<file path="src/rtl/serial_alu_pkg.sv">
// Shared constants for the bit-serial ALU: op codes, FSM state encoding, default width.
package serial_alu_pkg;

    localparam int unsigned DEF_WIDTH = 32;

    localparam logic [2:0] OP_AND = 3'b000;
    localparam logic [2:0] OP_OR  = 3'b001;
    localparam logic [2:0] OP_ADD = 3'b010;
    localparam logic [2:0] OP_SUB = 3'b110;
    localparam logic [2:0] OP_SLT = 3'b111;

    typedef enum logic [1:0] {
        ST_IDLE = 2'b00,
        ST_RUN  = 2'b01,
        ST_DONE = 2'b10
    } state_e;

endpackage

</file>
<file path="src/rtl/serial_alu_slice.sv">
// One-bit ALU slice: AND/OR, or full adder with optional B inversion (op[2]).
module serial_alu_slice
    import serial_alu_pkg::*;
(
    input  logic       a_bit,
    input  logic       b_bit,
    input  logic       cin,
    input  logic [2:0] op,
    output logic       sum_c,
    output logic       cout_c
);

    logic b_eff;

    always_comb begin
        b_eff  = b_bit ^ op[2];
        cout_c = (a_bit & b_eff) | (cin & (a_bit ^ b_eff));
        sum_c  = a_bit ^ b_eff ^ cin;
        case (op)
            OP_AND:  sum_c = a_bit & b_bit;
            OP_OR:   sum_c = a_bit | b_bit;
            default: sum_c = a_bit ^ b_eff ^ cin;
        endcase
    end

endmodule

</file>
<file path="src/rtl/serial_alu_seq.sv">
// Bit-serial ALU: one result bit per cycle, LSB first.
// Optional set-less-than on op 111 enabled by SERIAL_ALU_SLT_EN (otherwise op 111 is SUB).
module serial_alu_seq
    import serial_alu_pkg::*;
#(
    parameter int unsigned WIDTH = DEF_WIDTH
) (
    input  logic             clk,
    input  logic             reset,
    input  logic             start,
    input  logic [2:0]       op,
    input  logic [WIDTH-1:0] a,
    input  logic [WIDTH-1:0] b,
    output logic             busy,
    output logic             done,
    output logic [WIDTH-1:0] result,
    output logic             cout,
    output logic             overflow,
    output logic             zero
);

    localparam int unsigned CNT_W = $clog2(WIDTH) + 1;
    localparam logic [CNT_W-1:0] LAST_BIT = CNT_W'(WIDTH - 1);

    state_e             state_q, state_d;
    logic [CNT_W-1:0]   cnt_q, cnt_d;
    logic               carry_q, carry_d;
    logic [WIDTH-1:0]   a_sh_q, a_sh_d;
    logic [WIDTH-1:0]   b_sh_q, b_sh_d;
    logic [WIDTH-1:0]   res_sh_q, res_sh_d;
    logic [2:0]         op_q, op_d;
    logic [WIDTH-1:0]   result_q, result_d;
    logic               cout_q, cout_d;
    logic               ovf_q, ovf_d;
    logic               zero_q, zero_d;
    logic               done_q, done_d;
    logic               busy_q, busy_d;

    logic               slice_sum;
    logic               slice_cout;
    logic [WIDTH-1:0]   full_res;
    logic [WIDTH-1:0]   res_fin;
    logic               is_logic;

    serial_alu_slice u_slice (
        .a_bit  (a_sh_q[0]),
        .b_bit  (b_sh_q[0]),
        .cin    (carry_q),
        .op     (op_q),
        .sum_c  (slice_sum),
        .cout_c (slice_cout)
    );

    always_ff @(posedge clk) begin
        if (reset) begin
            state_q  <= ST_IDLE;
            cnt_q    <= '0;
            carry_q  <= 1'b0;
            a_sh_q   <= '0;
            b_sh_q   <= '0;
            res_sh_q <= '0;
            op_q     <= '0;
            result_q <= '0;
            cout_q   <= 1'b0;
            ovf_q    <= 1'b0;
            zero_q   <= 1'b0;
            done_q   <= 1'b0;
            busy_q   <= 1'b0;
        end else begin
            state_q  <= state_d;
            cnt_q    <= cnt_d;
            carry_q  <= carry_d;
            a_sh_q   <= a_sh_d;
            b_sh_q   <= b_sh_d;
            res_sh_q <= res_sh_d;
            op_q     <= op_d;
            result_q <= result_d;
            cout_q   <= cout_d;
            ovf_q    <= ovf_d;
            zero_q   <= zero_d;
            done_q   <= done_d;
            busy_q   <= busy_d;
        end
    end

    always_comb begin
        state_d  = state_q;
        cnt_d    = cnt_q;
        carry_d  = carry_q;
        a_sh_d   = a_sh_q;
        b_sh_d   = b_sh_q;
        res_sh_d = res_sh_q;
        op_d     = op_q;
        result_d = result_q;
        cout_d   = cout_q;
        ovf_d    = ovf_q;
        zero_d   = zero_q;
        done_d   = 1'b0;
        busy_d   = busy_q;
        full_res = {slice_sum, res_sh_q[WIDTH-1:1]};
        res_fin  = full_res;
        is_logic = (op_q == OP_AND) || (op_q == OP_OR);

        case (state_q)
            ST_IDLE: begin
                if (start) begin
                    state_d  = ST_RUN;
                    a_sh_d   = a;
                    b_sh_d   = b;
                    op_d     = op;
                    cnt_d    = '0;
                    carry_d  = op[2];
                    res_sh_d = '0;
                    busy_d   = 1'b1;
                end
            end
            ST_RUN: begin
                a_sh_d   = a_sh_q >> 1;
                b_sh_d   = b_sh_q >> 1;
                res_sh_d = full_res;
                carry_d  = slice_cout;
                cnt_d    = cnt_q + CNT_W'(1);
                // Final bit: carry_q is the carry into the MSB, slice_cout the carry out.
                if (cnt_q == LAST_BIT) begin
                    state_d = ST_DONE;
                    done_d  = 1'b1;
                    cout_d  = is_logic ? 1'b0 : slice_cout;
                    ovf_d   = is_logic ? 1'b0 : (carry_q ^ slice_cout);
`ifdef SERIAL_ALU_SLT_EN
                    if (op_q == OP_SLT) begin
                        res_fin = {{(WIDTH-1){1'b0}}, slice_sum ^ carry_q ^ slice_cout};
                        cout_d  = 1'b0;
                        ovf_d   = 1'b0;
                    end
`endif
                    result_d = res_fin;
                    zero_d   = (res_fin == '0);
                end
            end
            ST_DONE: begin
                state_d = ST_IDLE;
                busy_d  = 1'b0;
            end
            default: begin
                state_d = ST_IDLE;
                busy_d  = 1'b0;
            end
        endcase
    end

    assign busy     = busy_q;
    assign done     = done_q;
    assign result   = result_q;
    assign cout     = cout_q;
    assign overflow = ovf_q;
    assign zero     = zero_q;

endmodule

</file>
<file path="config.mk">
export PLATFORM = sky130hd
export DESIGN_NAME = serial_alu_seq
export DESIGN_NICKNAME = d
export VERILOG_FILES = /design/src/rtl/serial_alu_pkg.sv /design/src/rtl/serial_alu_slice.sv /design/src/rtl/serial_alu_seq.sv
export SDC_FILE = /design/constraint.sdc
export NUM_CORES = 1
export LEC_CHECK = 0
export CAP_MARGIN = 5
export CORE_MARGIN = 2
export CORE_UTILIZATION = 50
export CTS_CLUSTER_DIAMETER = 30
export CTS_CLUSTER_SIZE = 20
export DETAILED_ROUTE_END_ITERATION = 7
export GPL_TIMING_DRIVEN = 0
export PLACE_DENSITY = 0.78
export SKIP_LAST_GASP = 1
export SYNTH_ARGS = -nofsm -noshare
export SYNTH_HDL_FRONTEND = slang
export SYNTH_SLANG_ARGS = --single-unit
</file>
<file path="constraint.sdc">
create_clock -name clk -period 3.22 [get_ports clk]
set_clock_uncertainty 0.2 [all_clocks]
set_input_delay 0.644 -clock clk [delete_from_list [all_inputs] [get_ports clk]]
set_output_delay 0.644 -clock clk [all_outputs]
set_load 0.05 [all_outputs]
</file>
==> key figures <==
Logic synthesis
  – Top cells by area, synth: dfxtp_1 (53%), nor2_1 (12%), nand2_1 (8.1%)
  – Post-Syn Area: 5478 µm²
  – Post-synth top area cell: dfxtp_1
  – Yosys top cell area share: 52.63%
  – Ys Warns: 0
  – #FFs+latches synth: approximately 140
  – Register area share after synthesis: a little over half
  – Netlist cell types: 29
  – Avg Cell Area, Syn: between 7 and 8 µm²
  – Gate Count Post-Synth: about 720
  – Syn_nets: a little under 800

Floorplan
  – Die width: 108.7 µm
  – Initial Util: between 50 and 60%
  – I/O Pins: ~110
  – Core area: around 11,000 µm²
  – Die area: 11,810 µm²
  – Die H: ~110 µm
  – Rows: 38

GRT
  – Vias in the first global route: around 5,000
  – First-pass GRT wire length: between 20,000 and 25,000 µm
  – Gr ovfl total: 0
  – Largest net degree at the start of global routing: 17
  – GRT Total Usage: approximately 24%
  – Initial antenna violation count: 0

STA
  – Hold Vio Cnt, Final: 0
  – Tmin final: between 2 and 3 ns
  – Max-slew violations: 0
  – RSZ-0062 raised after global routing: no
  – Setup TNS Final: 0 ns
  – Max_slew headroom: 60.07%
  – Fin crit share: between 70 and 80%
  – Worst hold slack: between 0.2 and 0.3 ns
  – Achievable frequency: a little under 400 MHz
  – Worst Tran Pin Value: about 0.60 ns
  – Setup violations, final: 0

Power
  – Overall Power: roughly 4300 µW
  – Pwr/cell area: slightly below 600 nW/µm²
  – Worst VDD drop: around 0.28 mV
  – Pleak: between 0.002 and 0.003 µW

Worst setup path
  – Crit. End Element: primary output
  – Reg-to-reg startpoint: cnt_q[0]$_SDFFE_PP0P_
  – Crit path cell chain: clkdlybuf4s50_1
  – CP bufs+invs: 1
  – R2R setup slack: about 0.9 ns
  – Startpoint types: flop
  – Reg-to-Reg End: zero$_SDFFE_PP0P_
  – Critical path's top delay family: buffers and inverters
  – Worst path arrival time: ~1.7 ns
  – Worst path max stage delay: 0.82 ns
  – Max FO, Critical Path: 2
  – R2R depth: 7
  – CP Class: reg -> out
  – Worst Path Required: ~2.4 ns
  – Critical path's slowest cell: clkdlybuf4s50_1

Min path
  – Hold Path Origin: result[16]$_SDFFE_PP0P_
  – WHS Endpoint: result[16]$_SDFFE_PP0P_
  – Hold depth: 2
  – Min-delay worst type: reg -> reg

Clock tree
  – TritonCTS clock tree: built
  – Setup Buffers After CTS: 0
  – Clock sinks: 144
  – Clock root buffer: clkbuf_8
  – Post-CTS Hold Buffers: 0
  – H-tree Lvls: 4
  – Post-CTS resize count: 0
  – Total CTS buffers: 17
  – Skew-Pair Late Insertion Delay: 0.52 ns
  – Worst-path clk slew: about 0.060 ns
  – Worst-case clock buffer depth: 2

Final layout
  – Final std cells w/o fill: 991
  – Layout Nets: a little over 900
  – Ant diodes: 0
  – Post-Route Utilization: ~68%
  – Area growth, synth to finish: 32.96%
  – Fraction of layout cells with a size suffix above 1: 3.878%
  – Most frequent cells in the layout: nor2_1 (175), dfxtp_1 (144), nand2_1 (118), clkdlybuf4s50_1 (105), a21oi_1 (87)
  – Most common cell after layout, fill and taps aside: nor2_1

Drt
  – First-pass DRT Iterations: 5
  – Routed wire per std cell: approximately 14 µm
  – ANT nets after route: 0
  – DR vias/cell: approximately 5.4
  – Total number of vias: around 5,300
  – DRC errors left: 0
  – Initial DRC count: about 320
  – Drt total wl: approximately 14,000 µm

Place
  – Hpwl dp: 9589 µm
  – Gpl congestion: between 0.8 and 0.9
  – Inst Count DP: 960
  – I/O Buffers: ~110

Run
  – Max-Cap Viols: 0

Outcome
  – Status: completed
==> sequential cells by signal, indices dropped and copies added, names as in the netlist <==
register / flops
cnt_q: 6
op_q: 3
cout: 1
res_sh_q: 31
a_sh_q: 32
zero: 1
busy: 1
carry_q: 1
b_sh_q: 32
result: 32
state_q: 2
done: 1
overflow: 1
==> final cells by class <==
cell class              instances  area [µm²]
multi-input cells             514        2380
repair buffers                105        1051
clock buffers                  18       417.9
flip-flops and latches        144        2883
plain buffers                  57       215.2
well taps                     140       175.2
fillers                       904        3462
clock inverters                13       161.4
==> logic make-up (layout without fill, tap and decap cells) <==
family / count (synthesis) / after routing / share of synthesized area (%)
compound gates: 106 / 106 / 10.48
xor+xnor: 2 / 2 / 0.3198
fa+ha+maj: 2 / 2 / 0.5939
buf+inv: 57 / 193 / 3.929
flops: 144 / 144 / 52.63
simple gates: 404 / 404 / 32.05
==> power by group <==
group	total, µW	leakage [µW]	internal [µW]	switching [µW]
Clock	1940	0.000274	1180	763
Sequential	1920	0.00118	1870	49.4
Combinational	400	0.00120	170	229
==> stage by stage <==
step,area (µm²),setup slack (ns)
after global routing,7283,0.5986
final,7283,0.6715
after global placement,6704,0.4174
after CTS,7283,0.6662
after floorplan,5478,1.142
after detailed placement,6704,0.3208
==> synthesized netlist by cell type <==
library cell,n
fa_1,1
o21ai_0,3
nor2b_1,1
nor3_1,2
dfxtp_1,144
a31oi_1,1
o41ai_1,1
o311ai_0,1
nor3b_1,1
o211ai_1,2
or3_1,1
buf_1,8
nor3_2,1
nor2_1,175
nand3b_1,1
clkbuf_1,48
nand2_1,118
o21ba_2,1
nand3_1,36
a211oi_1,2
or4_1,2
nand4_1,2
a21oi_1,87
a22oi_1,8
nor4_1,61
nand2b_1,3
xor2_1,2
ha_1,1
buf_2,1
==> how the worst max path moves through the flow <==
stage	from	endpoint	slack (ns)	depth (start not counted)
6_report	cout$_SDFFE_PP0P_	cout	0.67	1
5_1_grt	start	b_sh_q[7]$_SDFFE_PP0P_	0.60	6
4_1_cts	cout$_SDFFE_PP0P_	cout	0.67	1
3_5_place_dp	start	b_sh_q[11]$_SDFFE_PP0P_	0.32	6
3_3_place_gp	start	cnt_q[5]$_SDFFE_PP0P_	0.42	6
2_1_floorplan	op_q[2]$_SDFFE_PP0P_	zero$_SDFFE_PP0P_	1.14	6
==> per-layer routing <==
metal,track usage (%),vias up,share of wire [%]
li1,-,2660,-
met1,28.90,2466,42
met2,41.47,164,49
met3,6.575,26,7.2
met4,9.341,0,1.8
met5,0,-,0
No activity file was read; power rests on OpenSTA's default activity.
